===== config.mk =====
export PLATFORM = sky130hd
export DESIGN_NAME = instr_exec_sequencer
export DESIGN_NICKNAME = d
export VERILOG_FILES = /design/src/rtl/instr_exec_sequencer.sv
export SDC_FILE = /design/constraint.sdc
export NUM_CORES = 1
export LEC_CHECK = 0
export ABC_AREA = 1
export CAP_MARGIN = 20
export CORE_MARGIN = 8
export CORE_UTILIZATION = 44
export DETAILED_ROUTE_END_ITERATION = 8
export PLACE_DENSITY = 0.93
export SLEW_MARGIN = 20
export SYNTH_ARGS = -nofsm -noshare
export SYNTH_HDL_FRONTEND = slang
export SYNTH_SLANG_ARGS = --single-unit

===== constraint.sdc =====
create_clock -name clk -period 3.3 [get_ports clk]
set_input_delay 0.33 -clock clk [delete_from_list [all_inputs] [get_ports clk]]
set_output_delay 0.33 -clock clk [all_outputs]
set_load 0.02 [all_outputs]

===== src/rtl/instr_exec_sequencer.sv =====
// rtl/instr_exec_sequencer.sv - runs a block of register-file instructions through a shared ALU
//
// Walks entries base_addr .. base_addr+count-1 (mod 32) of the instruction
// register file. Each entry is read, decoded, dispatched to the ALU over a
// valid/ready handshake unless it can be resolved locally, and its 64-bit
// result is written back to the same entry.
//
// Ports:
//   clk, reset          clock (rising edge), synchronous active-high reset
//   start               begin a run, sampled only in IDLE
//   base_addr, count    first entry and number of entries (0..32)
//   busy, done          busy outside IDLE, done one-cycle pulse at end of run
//   rf_rd_*             register-file read strobe/address, opcode and operands
//                       return the cycle after rf_rd_en
//   alu_req_*, alu_opc, alu_op_a/b/c   ALU request channel
//   alu_rsp_valid, alu_rsp_result      ALU response channel
//   rf_wr_*             result write-back strobe, address and data
//   exec_count          entries written back in the current or last run
//   err_count           entries resolved by error in the current or last run

module instr_exec_sequencer #(
  parameter int TIMEOUT_CYCLES = 64
) (
  input  logic        clk,
  input  logic        reset,
  input  logic        start,
  input  logic [4:0]  base_addr,
  input  logic [5:0]  count,
  output logic        busy,
  output logic        done,
  output logic        rf_rd_en,
  output logic [4:0]  rf_rd_addr,
  input  logic [3:0]  rf_rd_opc,
  input  logic [31:0] rf_rd_op_a,
  input  logic [31:0] rf_rd_op_b,
  input  logic [31:0] rf_rd_op_c,
  output logic        alu_req_valid,
  input  logic        alu_req_ready,
  output logic [3:0]  alu_opc,
  output logic [31:0] alu_op_a,
  output logic [31:0] alu_op_b,
  output logic [31:0] alu_op_c,
  input  logic        alu_rsp_valid,
  input  logic [63:0] alu_rsp_result,
  output logic        rf_wr_en,
  output logic [4:0]  rf_wr_addr,
  output logic [63:0] rf_wr_result,
  output logic [5:0]  exec_count,
  output logic [5:0]  err_count
);

  localparam logic [3:0] OPC_ZERO = 4'd0;
  localparam logic [3:0] OPC_DIV  = 4'd4;
  localparam logic [3:0] OPC_MOD  = 4'd5;
  // Last WAIT_RSP cycle index; the counter starts at 0 on the first cycle.
  localparam logic [7:0] TMO_LAST = 8'(TIMEOUT_CYCLES - 1);

  typedef enum logic [2:0] {
    S_IDLE, S_FETCH, S_WAIT_RD, S_DISPATCH, S_WAIT_RSP, S_WRITEBACK, S_DONE
  } state_t;

  state_t      state, state_nxt;
  logic [4:0]  cur_addr;
  logic [5:0]  remaining;
  logic [3:0]  opc_q;
  logic [31:0] op_a_q, op_b_q, op_c_q;
  logic [63:0] res_q;
  logic [7:0]  tmo_cnt;
  logic [5:0]  exec_q, err_q;

  logic local_res;
  logic local_err;
  logic tmo_hit;

  // Entries the sequencer resolves without the ALU: ZERO, the illegal upper
  // opcode half, and divide/modulo by zero. All but ZERO count as errors.
  always_comb begin
    local_res = 1'b0;
    local_err = 1'b0;
    if (rf_rd_opc == OPC_ZERO) begin
      local_res = 1'b1;
    end else if (rf_rd_opc[3]) begin
      local_res = 1'b1;
      local_err = 1'b1;
    end else if ((rf_rd_opc == OPC_DIV || rf_rd_opc == OPC_MOD) && rf_rd_op_b == 32'd0) begin
      local_res = 1'b1;
      local_err = 1'b1;
    end
  end

  assign tmo_hit = (tmo_cnt == TMO_LAST);

  always_ff @(posedge clk) begin
    if (reset) state <= S_IDLE;
    else       state <= state_nxt;
  end

  always_comb begin
    state_nxt     = state;
    busy          = (state != S_IDLE);
    done          = 1'b0;
    rf_rd_en      = 1'b0;
    alu_req_valid = 1'b0;
    rf_wr_en      = 1'b0;
    case (state)
      S_IDLE: begin
        if (start) state_nxt = (count == 6'd0) ? S_DONE : S_FETCH;
      end
      S_FETCH: begin
        rf_rd_en  = 1'b1;
        state_nxt = S_WAIT_RD;
      end
      S_WAIT_RD: begin
        state_nxt = local_res ? S_WRITEBACK : S_DISPATCH;
      end
      S_DISPATCH: begin
        alu_req_valid = 1'b1;
        if (alu_req_ready) state_nxt = S_WAIT_RSP;
      end
      S_WAIT_RSP: begin
        // A response on the timeout cycle still takes this path; the
        // datapath gives it priority over the timeout.
        if (alu_rsp_valid || tmo_hit) state_nxt = S_WRITEBACK;
      end
      S_WRITEBACK: begin
        rf_wr_en  = 1'b1;
        state_nxt = (remaining == 6'd1) ? S_DONE : S_FETCH;
      end
      S_DONE: begin
        done      = 1'b1;
        state_nxt = S_IDLE;
      end
      default: state_nxt = S_IDLE;
    endcase
  end

  always_ff @(posedge clk) begin
    if (reset) begin
      cur_addr  <= 5'd0;
      remaining <= 6'd0;
      opc_q     <= 4'd0;
      op_a_q    <= 32'd0;
      op_b_q    <= 32'd0;
      op_c_q    <= 32'd0;
      res_q     <= 64'd0;
      tmo_cnt   <= 8'd0;
      exec_q    <= 6'd0;
      err_q     <= 6'd0;
    end else begin
      case (state)
        S_IDLE: begin
          if (start) begin
            cur_addr  <= base_addr;
            remaining <= count;
            exec_q    <= 6'd0;
            err_q     <= 6'd0;
          end
        end
        S_WAIT_RD: begin
          opc_q  <= rf_rd_opc;
          op_a_q <= rf_rd_op_a;
          op_b_q <= rf_rd_op_b;
          op_c_q <= rf_rd_op_c;
          if (local_res) res_q <= 64'd0;
          if (local_err) err_q <= err_q + 6'd1;
        end
        S_DISPATCH: begin
          tmo_cnt <= 8'd0;
        end
        S_WAIT_RSP: begin
          tmo_cnt <= tmo_cnt + 8'd1;
          if (alu_rsp_valid) begin
            res_q <= alu_rsp_result;
          end else if (tmo_hit) begin
            res_q <= 64'd0;
            err_q <= err_q + 6'd1;
          end
        end
        S_WRITEBACK: begin
          exec_q    <= exec_q + 6'd1;
          remaining <= remaining - 6'd1;
          cur_addr  <= cur_addr + 5'd1;  // 5-bit add wraps 31 -> 0
        end
        default: ;
      endcase
    end
  end

  assign rf_rd_addr   = cur_addr;
  assign rf_wr_addr   = cur_addr;
  assign rf_wr_result = res_q;
  assign alu_opc      = opc_q;
  assign alu_op_a     = op_a_q;
  assign alu_op_b     = op_b_q;
  assign alu_op_c     = op_c_q;
  assign exec_count   = exec_q;
  assign err_count    = err_q;

endmodule


# == Yosys cells after proc, flatten, opt, wreduce, memory -nomap -nowiden ==
# Cells that the tools add are included.
# totals
wordCells,80
inputBits,180
reg_bits,198
out_inout_bits,191
# op_classes
eq_ne,18
mux,30
reduce_logical,16
n_addsub,5
# ops
op,count
two-way mux 64 bit,3
one-hot mux 64 bit (2 select lines),1
zero test 32 bit,1
two-way mux 6 bit,5
one-hot mux 6 bit (2 select lines),2
two-way mux 3 bit,6
one-hot mux 3 bit (6 select lines),1
one-hot mux 6 bit (3 select lines),1
one-hot mux 8 bit (2 select lines),1
"inequality test 2 bit, second input constant",7
"adder 6 x 1 -> 6 bit, second input constant",2
one-hot mux 5 bit (2 select lines),1
"== test 3 bit, second input constant",3
"adder 8 x 1 -> 8 bit, second input constant",1
"== test 4 x 3 -> 1 bit, second input constant",2
"== test 8 x 6 -> 1 bit, second input constant",1
two-way mux 1 bit,8
"== test 3 x 2 -> 1 bit, second input constant",2
"== test 6 x 1 -> 1 bit, second input constant",1
zero test 6 bit,1
AND reduction 3 bit,2
nonzero test 2 bit,3
nonzero test 3 bit,2
"subtractor 6 x 1 -> 6 bit, second input constant",1
other kinds (10),11

# == Longest topological paths before layout ==
# Gate-level depths: netlist (run 1).
# logic_depth
word_depth,8
ltp_mapped,11
depth_no_buf,11

# == Worst setup path after synthesis (run 1) ==
# OpenSTA, ideal clock, no wires.
# synth_timing
kind,flip-flop to flip-flop
startpoint,reg tmo_cnt[0]
endpoint,"reg err_q[1], in the netlist err_count[1]"
path_slack_ns,1.754
n_path_buf,0
t_arrival_ns,1.414
setup_ns,0.132
period_less_slack_ns,1.546
path_stages_with_launch,10
cell_sequence,dfxtp_1 > ha_1 > nand3_1 > nor2_1 > nand4_1 > and2_1 > nor2_2 > nand2_2 > nand2_1 > a21oi_1
# synth_between
elab_chain_len,3
# synth_rtl
element,line,rtl
"start, declared",68,logic [7:0] tmo_cnt;
"start signal, assigned",171,tmo_cnt <= tmo_cnt + 8'd1;
== test 8 x 6 -> 1 bit,91,assign tmo_hit = (tmo_cnt == TMO_LAST);
inequality test 2 bit (no line),-,
AND reduction 5 bit (no line),-,
"end signal, assigned",165,if (local_err) err_q <= err_q + 6'd1;
"end signal, assigned",176,err_q <= err_q + 6'd1;
"end, declared",69,"logic [5:0] exec_q, err_q;"
# No other way between the ends.
# A chain may end at the register's enable or synchronous reset.

# == Final worst setup path (run 1) ==
# layout_timing
startpoint,reg state[0]
endpoint,out rf_wr_en
# layout_between
elab_chain_len,2
# layout_rtl
element,line,rtl
"start, declared",62,"state_t state, state_nxt;"
"start signal, assigned",95,else state <= state_nxt;
== test 3 bit,105,case (state)
two-way mux 1 bit,105,
"end, declared",45,"output logic rf_wr_en,"
# No other way between the ends.

==> impl_metrics.json, run 1 <==
{
  "status": "finished clean",
  "hold_depth": 2,
  "grt_first_pass_wirelength_um": 41100,
  "viasPerCell": 5.02,
  "synth_cell_type_count": 39,
  "synth_seq_area_share": 0.518,
  "synth_edf_count": 0,
  "min_delay_worst_endpoint": "alu_op_c[10]",
  "via_count": 7937,
  "rsz0062_at_grt": "false",
  "nNetsFinal": 1530,
  "final-hold-violation-count": 0,
  "p_seq_frac": 0.404,
  "crit_path_max_fanout": 14,
  "ys_warn_count": 0,
  "ctsHoldBuffers": 0,
  "pwr-share-clk": 0.289,
  "drv_cap": 0,
  "core-area_mm2": 0.0171,
  "cp-start-kind": "register",
  "die_h_um": 148,
  "start_util": 0.447,
  "relSlewSlack": 0.342,
  "power_frac_comb": 0.306,
  "cts_tree": "yes",
  "cts.repair.resized": 0,
  "wl_per_cell_um": 16.8,
  "powerDensity_mw_per_mm2": 581,
  "finalMaxSlewViolations": 0,
  "grt_pass1_vias": 7913,
  "syn_area_per_cell_um2": 7.56,
  "p_switching_mw": 2.35,
  "dp_hpwl_um": 19900,
  "fin_skew_ns": 0.00877,
  "place.gp.congestion": 0.861,
  "r2r-start": "state[0]",
  "antenna_found_initial": 0,
  "netlist_area_mm2": 0.00765,
  "postCtsSetupBuffers": 0,
  "drc": 0,
  "fin_setup_tns_ns": 0,
  "cts_buffers": 17,
  "critPathKind": "reg2out",
  "synth_cells": 1011,
  "setup_viol": 0,
  "fin_crit_ns": 2.68,
  "clock-sinks": 198,
  "drtPass1Iterations": 5,
  "rows": 48,
  "hp-start": "reset",
  "postPlaceCellArea_mm2": 0.0114,
  "dpl.cell_count": 1550,
  "cp-end-kind": "output pin",
  "layout-drive-gt1-share": 0.0427,
  "finalCritPeriodShare": 0.812,
  "grt.total_usage": 0.235,
  "cts-root-buf": "clkbuf_16",
  "fin_hold_ws_ns": 0.144,
  "num_antenna_cells": 0,
  "post-route-cell-area_mm2": 0.0120,
  "total_power_mw": 6.95,
  "insertion_delay_ns": 0.43,
  "min_path_type": "in2reg",
  "ys.flop_type": "dfxtp_1",
  "tightestPinTransition_ns": 0.987,
  "worstPathArrival_ns": 2.35,
  "cts.reportedPaths.clkPinSlew_ns": 0.07,
  "syn_nets": 1197,
  "ant_nets": 0,
  "dieArea_mm2": 0.0219,
  "ys_ff_latch": 198,
  "htreeDepth": 4,
  "grt_max_degree": 94,
  "fp.dieW_um": 148,
  "wirelength_um": 26600,
  "clockBufferDepth": 2,
  "portBuffers": 370,
  "power_leakage_nw": 4.16,
  "syn2layout_area_growth_pct": 56.3,
  "r2r_setup_slack_ns": 1.11,
  "r2r_cells": 7,
  "cp.required_ns": 2.97,
  "finalNonFillerCells": 1582,
  "max_freq_mhz": 373,
  "r2r-end": "rf_wr_result[49]",
  "vdd_drop_max_mv": 0.388,
  "async_reset_ff_frac": 0,
  "drt_iter0_drc": 424,
  "grt_overflow": 0,
  "num_io_pins": 371,
  "critPathLaunch": "state[0]",
  "switching_share": 0.337,
  "internal_power_mw": 4.61
}
power groups by stage:
stage	Sequential, mW	Clock (mW)	Combinational (mW)
2_1_floorplan	3.11	0	0.945
3_3_place_gp	2.84	0	2.10
3_5_place_dp	2.86	0	2.12
4_1_cts	2.81	2.06	2.14
5_1_grt	2.84	2.15	2.31
6_report	2.81	2.01	2.13
state kept, by name, summed over array words and instances, names as in the netlist:
register	count
err_count	6
rf_rd_addr	5
rf_wr_result	64
alu_op_a	32
alu_op_b	32
state	3
alu_op_c	32
exec_count	6
alu_opc	4
tmo_cnt	8
remaining	6
routing by layer:
layer	vias to the layer above	share of wire	global-route usage
met5	-	0	0
met3	52	0.086	0.0877
met1	3657	0.37	0.247
met2	288	0.51	0.417
li1	3940	-	-
met4	0	0.031	0.0892
through the flow:
stage	setup WS, ns	utilization
2_1_floorplan	1.75	-
3_3_place_gp	0.917	0.666
3_5_place_dp	0.845	0.666
4_1_cts	0.644	0.699
5_1_grt	0.431	0.699
6_report	0.622	0.699
kinds of logic after synthesis:
kind of cell / synth area share
and+or+nand+nor: 0.237
AOI/OAI and AO/OA: 0.167
buffers and inverters: 0.0635
adders and majority gates: 0.00982
DFF: 0.518
xor gates and xnor gates: 0.00458
cells in the mapped netlist, types with 3 or more instances:
library cell  count  area (µm²)
nor2_2            3        18.8
inv_1            41         154
inv_2             6        22.5
buf_1             5        18.8
nand3_1          20         100
nand2_1         365        1370
o221ai_1          3        26.3
a21oi_1         194         971
ha_1              6        75.1
nor3_1            4        20.0
buf_2            10        50.1
o21ai_0          30         150
nand4_1           5        31.3
nor2_1           38         143
buf_4             5        37.5
nand2_2           4        25.0
buf_6             6        67.6
clkbuf_1         36         135
dfxtp_1         198        3960
a31oi_1           5        31.3
how the worst max path moves through the flow:
stage,end,slack [ns],cells past startpoint
2_1_floorplan,err_count[1],1.75,9
3_3_place_gp,rf_wr_result[5],0.92,11
3_5_place_dp,rf_wr_result[49],0.85,11
4_1_cts,rf_wr_en,0.64,5
5_1_grt,rf_wr_en,0.43,5
6_report,rf_wr_en,0.62,5
critical path: stages, from the launching register on:
cell and delay [ns]:
dfxtp_1 0.37, inv_1 0.12, nor2_1 0.10, nand2_1 0.31, inv_2 0.35, clkdlybuf4s50_1 0.67
layout make-up:
type | instances | area [µm²]
clock buffers | 18 | 439
clock inverters | 14 | 125
fillers | 1345 | 5160
inverters | 47 | 178
multi-input cells | 704 | 3210
flip-flops and latches | 198 | 3960
well taps | 225 | 282
repair buffers | 376 | 3760
cell usage in the layout (no fill, tap or decap), types with 6 or more instances in the layout:
cell type	instances
a21oi_1	194
buf_4	6
clkbuf_16	17
clkdlybuf4s50_1	369
clkinv_2	6
dfxtp_1	198
ha_1	6
inv_1	41
nand2_1	365
nand3_1	20
nor2_1	38
o21ai_0	30
No activity file was read; power rests on OpenSTA's default activity.
==> run 2, diff against run 1 <==
Settings changed: CORE_UTILIZATION 44 to 41, PLACE_DENSITY 0.93 to 0.88.
Clock period 3.3 ns to 2.69 ns, I/O delays scaled along.
==> run 2 against run 1 <==
Effect of this change: clock-buffer cell count is 2 higher; register-to-register slack worse by 0.59 ns; non-clock buffer count is 2 higher; wire length is 0.25% lower.
==> impl_metrics.json, run 2 (synthesis gave the netlist of run 1 again) <==
{
  "ctsHoldBuffers": 0,
  "power_leakage_nw": 4.19,
  "antenna_found_initial": 0,
  "clock-sinks": 198,
  "cts.repair.resized": 0,
  "drv_cap": 0,
  "grt_first_pass_wirelength_um": 41500,
  "r2r-end": "err_count[0]",
  "grt_overflow": 0,
  "post-route-cell-area_mm2": 0.0120,
  "ant_nets": 0,
  "place.gp.congestion": 0.840,
  "grt.total_usage": 0.220,
  "start_util": 0.413,
  "dieArea_mm2": 0.0233,
  "finalCritPeriodShare": 0.805,
  "drt_iter0_drc": 420,
  "fin_setup_tns_ns": 0,
  "min_path_type": "in2reg",
  "power_frac_comb": 0.300,
  "fp.dieW_um": 153,
  "htreeDepth": 4,
  "via_count": 7931,
  "tightestPinTransition_ns": 0.818,
  "status": "finished clean",
  "grt_pass1_vias": 7871,
  "slowest_delay_ns": 0.40,
  "cts_tree": "yes",
  "num_antenna_cells": 0,
  "r2r-start": "state[0]",
  "nNetsFinal": 1532,
  "powerDensity_mw_per_mm2": 726,
  "crit_path_max_fanout": 46,
  "layout_commonest_cell": "clkdlybuf4s50_1",
  "dp_hpwl_um": 19600,
  "fin_crit_ns": 2.17,
  "critPathKind": "reg2reg",
  "portBuffers": 370,
  "r2r_cells": 8,
  "hp-start": "alu_rsp_result[4]",
  "crit_family": "simple AND/OR/NAND/NOR gates",
  "viasPerCell": 4.98,
  "die_h_um": 153,
  "rows": 50,
  "internal_power_mw": 5.85,
  "layout-drive-gt1-share": 0.0427,
  "p_switching_mw": 2.89,
  "cp.required_ns": 3.03,
  "cts.reportedPaths.clkPinSlew_ns": 0.07,
  "rsz0062_at_grt": "false",
  "syn2layout_area_growth_pct": 57.5,
  "num_io_pins": 371,
  "cp.buffers_inverters": 3,
  "wl_per_cell_um": 16.7,
  "finalMaxSlewViolations": 0,
  "grt_max_degree": 178,
  "cp-start-kind": "register",
  "relSlewSlack": 0.455,
  "r2r_setup_slack_ns": 0.52,
  "p_seq_frac": 0.394,
  "clockBufferDepth": 2,
  "max_freq_mhz": 462,
  "final_cell_mix": "clkdlybuf4s50_1 (369), nand2_1 (365), dfxtp_1 (198)",
  "setup_viol": 0,
  "min_delay_worst_endpoint": "rf_wr_result[4]",
  "largest_register_ff_count": 64,
  "cp-end-kind": "register",
  "pwr-share-clk": 0.307,
  "drc": 0,
  "fin_skew_ns": 0.0183,
  "core-area_mm2": 0.0185,
  "crit_cells": 8,
  "crit_slowest_cell": "buf_4",
  "postCtsSetupBuffers": 0,
  "cts_buffers": 17,
  "path_cells": "inv_1, nand3_4, clkinv_2, buf_4, nand3_1, nand2_2, nand2_1, a21oi_1",
  "worstPathArrival_ns": 2.51,
  "postPlaceCellArea_mm2": 0.0114,
  "cts-root-buf": "clkbuf_16",
  "hold_depth": 3,
  "drtPass1Iterations": 5,
  "final-hold-violation-count": 0,
  "vdd_drop_max_mv": 0.471,
  "fillers": 1518,
  "wirelength_um": 26600,
  "switching_share": 0.331,
  "insertion_delay_ns": 0.43
}
[run 2: cell types whose count changed in the layout (fill, tap and decap cells not counted)]
cell | before | now
buf_4 | 6 | 7
clkinv_2 | 6 | 2
buf_12 | 1 | 2
clkinvlp_4 | 2 | 3
inv_8 | 1 | 2
clkbuf_1 | 0 | 2
bufinv_16 | 1 | 3
inv_6 | 4 | 3
clkinv_4 | 1 | 0
[run 2: cell type report]
class	instances	area, µm²	share of cell area
Inverter	47	178	0.0148
Tap cell	234	293	0.0243
Clock inverter	12	166	0.0138
Timing Repair Buffer	378	3790	0.314
Sequential cell	198	3960	0.329
Multi-Input combinational cell	704	3210	0.267
Clock buffer	20	447	0.0371
[run 2: how the worst max path moves through the flow]
| stage | from | end | slack (ns) |
|---|---|---|---|
| 2_1_floorplan | tmo_cnt[0] | err_count[1] | 1.14 |
| 3_3_place_gp | rf_rd_op_b[22] | rf_wr_result[4] | 0.45 |
| 3_5_place_dp | rf_rd_op_b[22] | rf_wr_result[51] | 0.44 |
| 4_1_cts | state[1] | alu_req_valid | 0.54 |
| 5_1_grt | state[0] | err_count[0] | 0.27 |
| 6_report | state[0] | err_count[0] | 0.52 |
[run 2: metrics by stage]
step	setup slack, ns	hold slack (ns)	std cells	util	total power [mW]
detailed placement	0.438	0.452	1561	0.617	6.13
floorplan	1.14	0.413	1011	-	4.98
global placement	0.450	0.446	1561	0.617	6.08
finish	0.523	0.391	1593	0.650	8.75
global route	0.271	0.382	1593	0.650	9.19
CTS	0.537	0.377	1593	0.650	8.82
[run 2: power groups by stage]
| stage | clock, mW | sequential [mW] | combinational, mW |
|---|---|---|---|
| 3_5_place_dp | 0 | 3.50 | 2.63 |
| 6_report | 2.68 | 3.44 | 2.62 |
| 5_1_grt | 2.87 | 3.48 | 2.84 |
| 2_1_floorplan | 0 | 3.82 | 1.16 |
| 4_1_cts | 2.74 | 3.44 | 2.64 |
| 3_3_place_gp | 0 | 3.49 | 2.59 |
[run 2: worst register-to-register path, cell delays in order, from the launching register on]
cell and delay [ns]:
dfxtp_1 0.33, inv_1 0.17, nand3_4 0.29, clkinv_2 0.16, buf_4 0.40, nand3_1 0.34
nand2_2 0.23, nand2_1 0.07, a21oi_1 0.12
[run 2: layer usage]
| metal | wire length [µm] | vias up | global-route usage | share of wire |
|---|---|---|---|---|
| met5 | 0 | - | 0 | 0 |
| met4 | 997 | 0 | 0.102 | 0.038 |
| met3 | 2170 | 61 | 0.0797 | 0.082 |
| met2 | 13000 | 302 | 0.378 | 0.49 |
| met1 | 10400 | 3625 | 0.238 | 0.39 |
| li1 | - | 3943 | - | - |
==> run 3, diff against run 2 <==
Clock period 2.69 ns to 2.2 ns, I/O delays scaled along.
==> run 3 against run 2 <==
Effect of this change: global-route usage about the same; flip-flop and latch count unchanged; clock-buffer cell count unchanged; clock power increased by 13%; via count increased by 0.44%; die area unchanged; sequential share of layout area about the same; critical path type is now reg2out; cell area about the same; sequential power increased by 22%.
==> impl_metrics.json, run 3 (synthesis gave the netlist of run 1 again) <==
{
  "worstPathArrival_ns": 1.83,
  "grt_overflow": 0,
  "drv_cap": 0,
  "p_switching_mw": 3.58,
  "finalCritPeriodShare": 0.931,
  "r2r-start": "tmo_cnt[0]",
  "cp-end-kind": "output pin",
  "drtPass1Iterations": 5,
  "grt_pass1_vias": 8109,
  "power_frac_comb": 0.308,
  "wirelength_um": 26500,
  "wl_met3_um": 2320,
  "rsz0062_at_grt": "false",
  "switching_share": 0.342,
  "critPathKind": "reg2out",
  "rows": 50,
  "final_util": 0.650,
  "die_h_um": 153,
  "num_io_pins": 371,
  "cts_buffers": 17,
  "post-place-ws_ns": -0.0841,
  "highest_layer": "met4",
  "portBuffers": 370,
  "max_freq_mhz": 488,
  "internal_power_mw": 6.89,
  "final_cell_mix": "clkdlybuf4s50_1 (369), nand2_1 (365), dfxtp_1 (198)",
  "pwr-share-clk": 0.289,
  "min_delay_worst_endpoint": "alu_op_c[4]",
  "final-hold-violation-count": 0,
  "drc": 0,
  "largest_register_ff_count": 64,
  "crit_path_max_fanout": 5,
  "relSlewSlack": 0.350,
  "start_util": 0.413,
  "insertion_delay_ns": 0.42,
  "fp.dieW_um": 153,
  "grt.total_usage": 0.220,
  "powerDensity_mw_per_mm2": 869,
  "htreeDepth": 4,
  "clockBufferDepth": 2,
  "place.gp.congestion": 0.838,
  "postCtsSetupBuffers": 0,
  "cts.reportedPaths.clkPinSlew_ns": 0.07,
  "hold_depth": 2,
  "finalMaxSlewViolations": 0,
  "min_path_type": "in2reg",
  "tightestPinTransition_ns": 0.976,
  "fin_crit_ns": 2.05,
  "cts-root-buf": "clkbuf_16",
  "met1Wirelength_um": 10100,
  "status": "finished clean",
  "syn2layout_area_growth_pct": 57.4,
  "fin_skew_ns": 0.0107,
  "ctsHoldBuffers": 0,
  "num_antenna_cells": 0,
  "viasPerCell": 4.99,
  "layout_commonest_cell": "clkdlybuf4s50_1",
  "postPlaceCellArea_mm2": 0.0115,
  "dp_hpwl_um": 19700,
  "ant_nets": 0,
  "dieArea_mm2": 0.0233,
  "grt_first_pass_wirelength_um": 41900,
  "hp-start": "reset",
  "wl_per_cell_um": 16.6,
  "r2r_cells": 10,
  "total_power_mw": 10.5,
  "cts_tree": "yes",
  "antenna_found_initial": 0,
  "nNetsFinal": 1535,
  "power_leakage_nw": 4.18,
  "post-route-cell-area_mm2": 0.0120,
  "layout-drive-gt1-share": 0.0455,
  "cp-start-kind": "register",
  "cp.required_ns": 1.98,
  "drt_iter0_drc": 430,
  "via_count": 7966,
  "core-area_mm2": 0.0185,
  "r2r-end": "rf_wr_result[59]",
  "cts.repair.resized": 0,
  "fin_ws_ns": 0.153,
  "grt_max_degree": 92,
  "route.met2.wl_um": 13100,
  "r2r_setup_slack_ns": 0.29,
  "clock-sinks": 198,
  "vdd_drop_max_mv": 0.576,
  "setup_viol": 0,
  "p_seq_frac": 0.403
}
[run 3: cell count changes in the layout (fill, tap and decap cells not counted)]
cell / change
buf_12: +1
buf_4: +2
bufinv_16: -3
clkbuf_1: -1
clkbuf_8: +1
clkinv_2: -1
clkinv_4: +3
inv_6: -1
inv_8: +2
[run 3: how the worst max path moves through the flow]
| stage | startpoint | to | slack [ns] | depth (start not counted) |
|---|---|---|---|---|
| after detailed placement | rf_rd_op_b[22] | rf_wr_result[6] | -0.08 | 11 |
| after CTS | state[0] | rf_rd_en | 0.13 | 3 |
| after global placement | rf_rd_op_b[22] | rf_wr_result[6] | -0.06 | 11 |
| after floorplan | tmo_cnt[0] | err_count[1] | 0.65 | 9 |
| after global routing | state[0] | rf_rd_en | 0.07 | 3 |
| final | state[0] | rf_rd_en | 0.15 | 3 |
[run 3: layer usage]
metal,track usage,vias up
met1,0.234,3642
met3,0.0885,62
met4,0.0975,0
met5,0,-
met2,0.379,310
li1,-,3952
[run 3: cell type report]
cell class	count	area, µm²
Clock buffer	20	457
Clock inverter	12	111
Fill cell	1545	6480
Inverter	47	178
Multi-Input combinational cell	704	3210
Sequential cell	198	3960
Tap cell	234	293
Timing Repair Buffer	381	3820
[run 3: metrics by stage]
step | instances | hold slack (ns) | setup TNS [ns]
4_1_cts | 1596 | 0.0266 | 0
2_1_floorplan | 1011 | 0.364 | 0
5_1_grt | 1596 | 0.0306 | 0
6_report | 1596 | 0.0412 | 0
3_5_place_dp | 1564 | 0.454 | -2.57
3_3_place_gp | 1564 | 0.447 | -1.83
[run 3: worst max-delay path, cell delays in order, from the launching register on]
cell,delay (ns)
dfxtp_1,0.36
inv_1,0.12
nor3_1,0.22
clkdlybuf4s50_1,0.70
[run 3: power groups by stage]
stage / clock network (mW) / registers [mW] / logic [mW]
floorplan: 0 / 4.67 / 1.42
global placement: 0 / 4.26 / 3.19
detailed placement: 0 / 4.29 / 3.23
CTS: 3.10 / 4.21 / 3.26
global route: 3.23 / 4.26 / 3.51
finish: 3.03 / 4.21 / 3.22
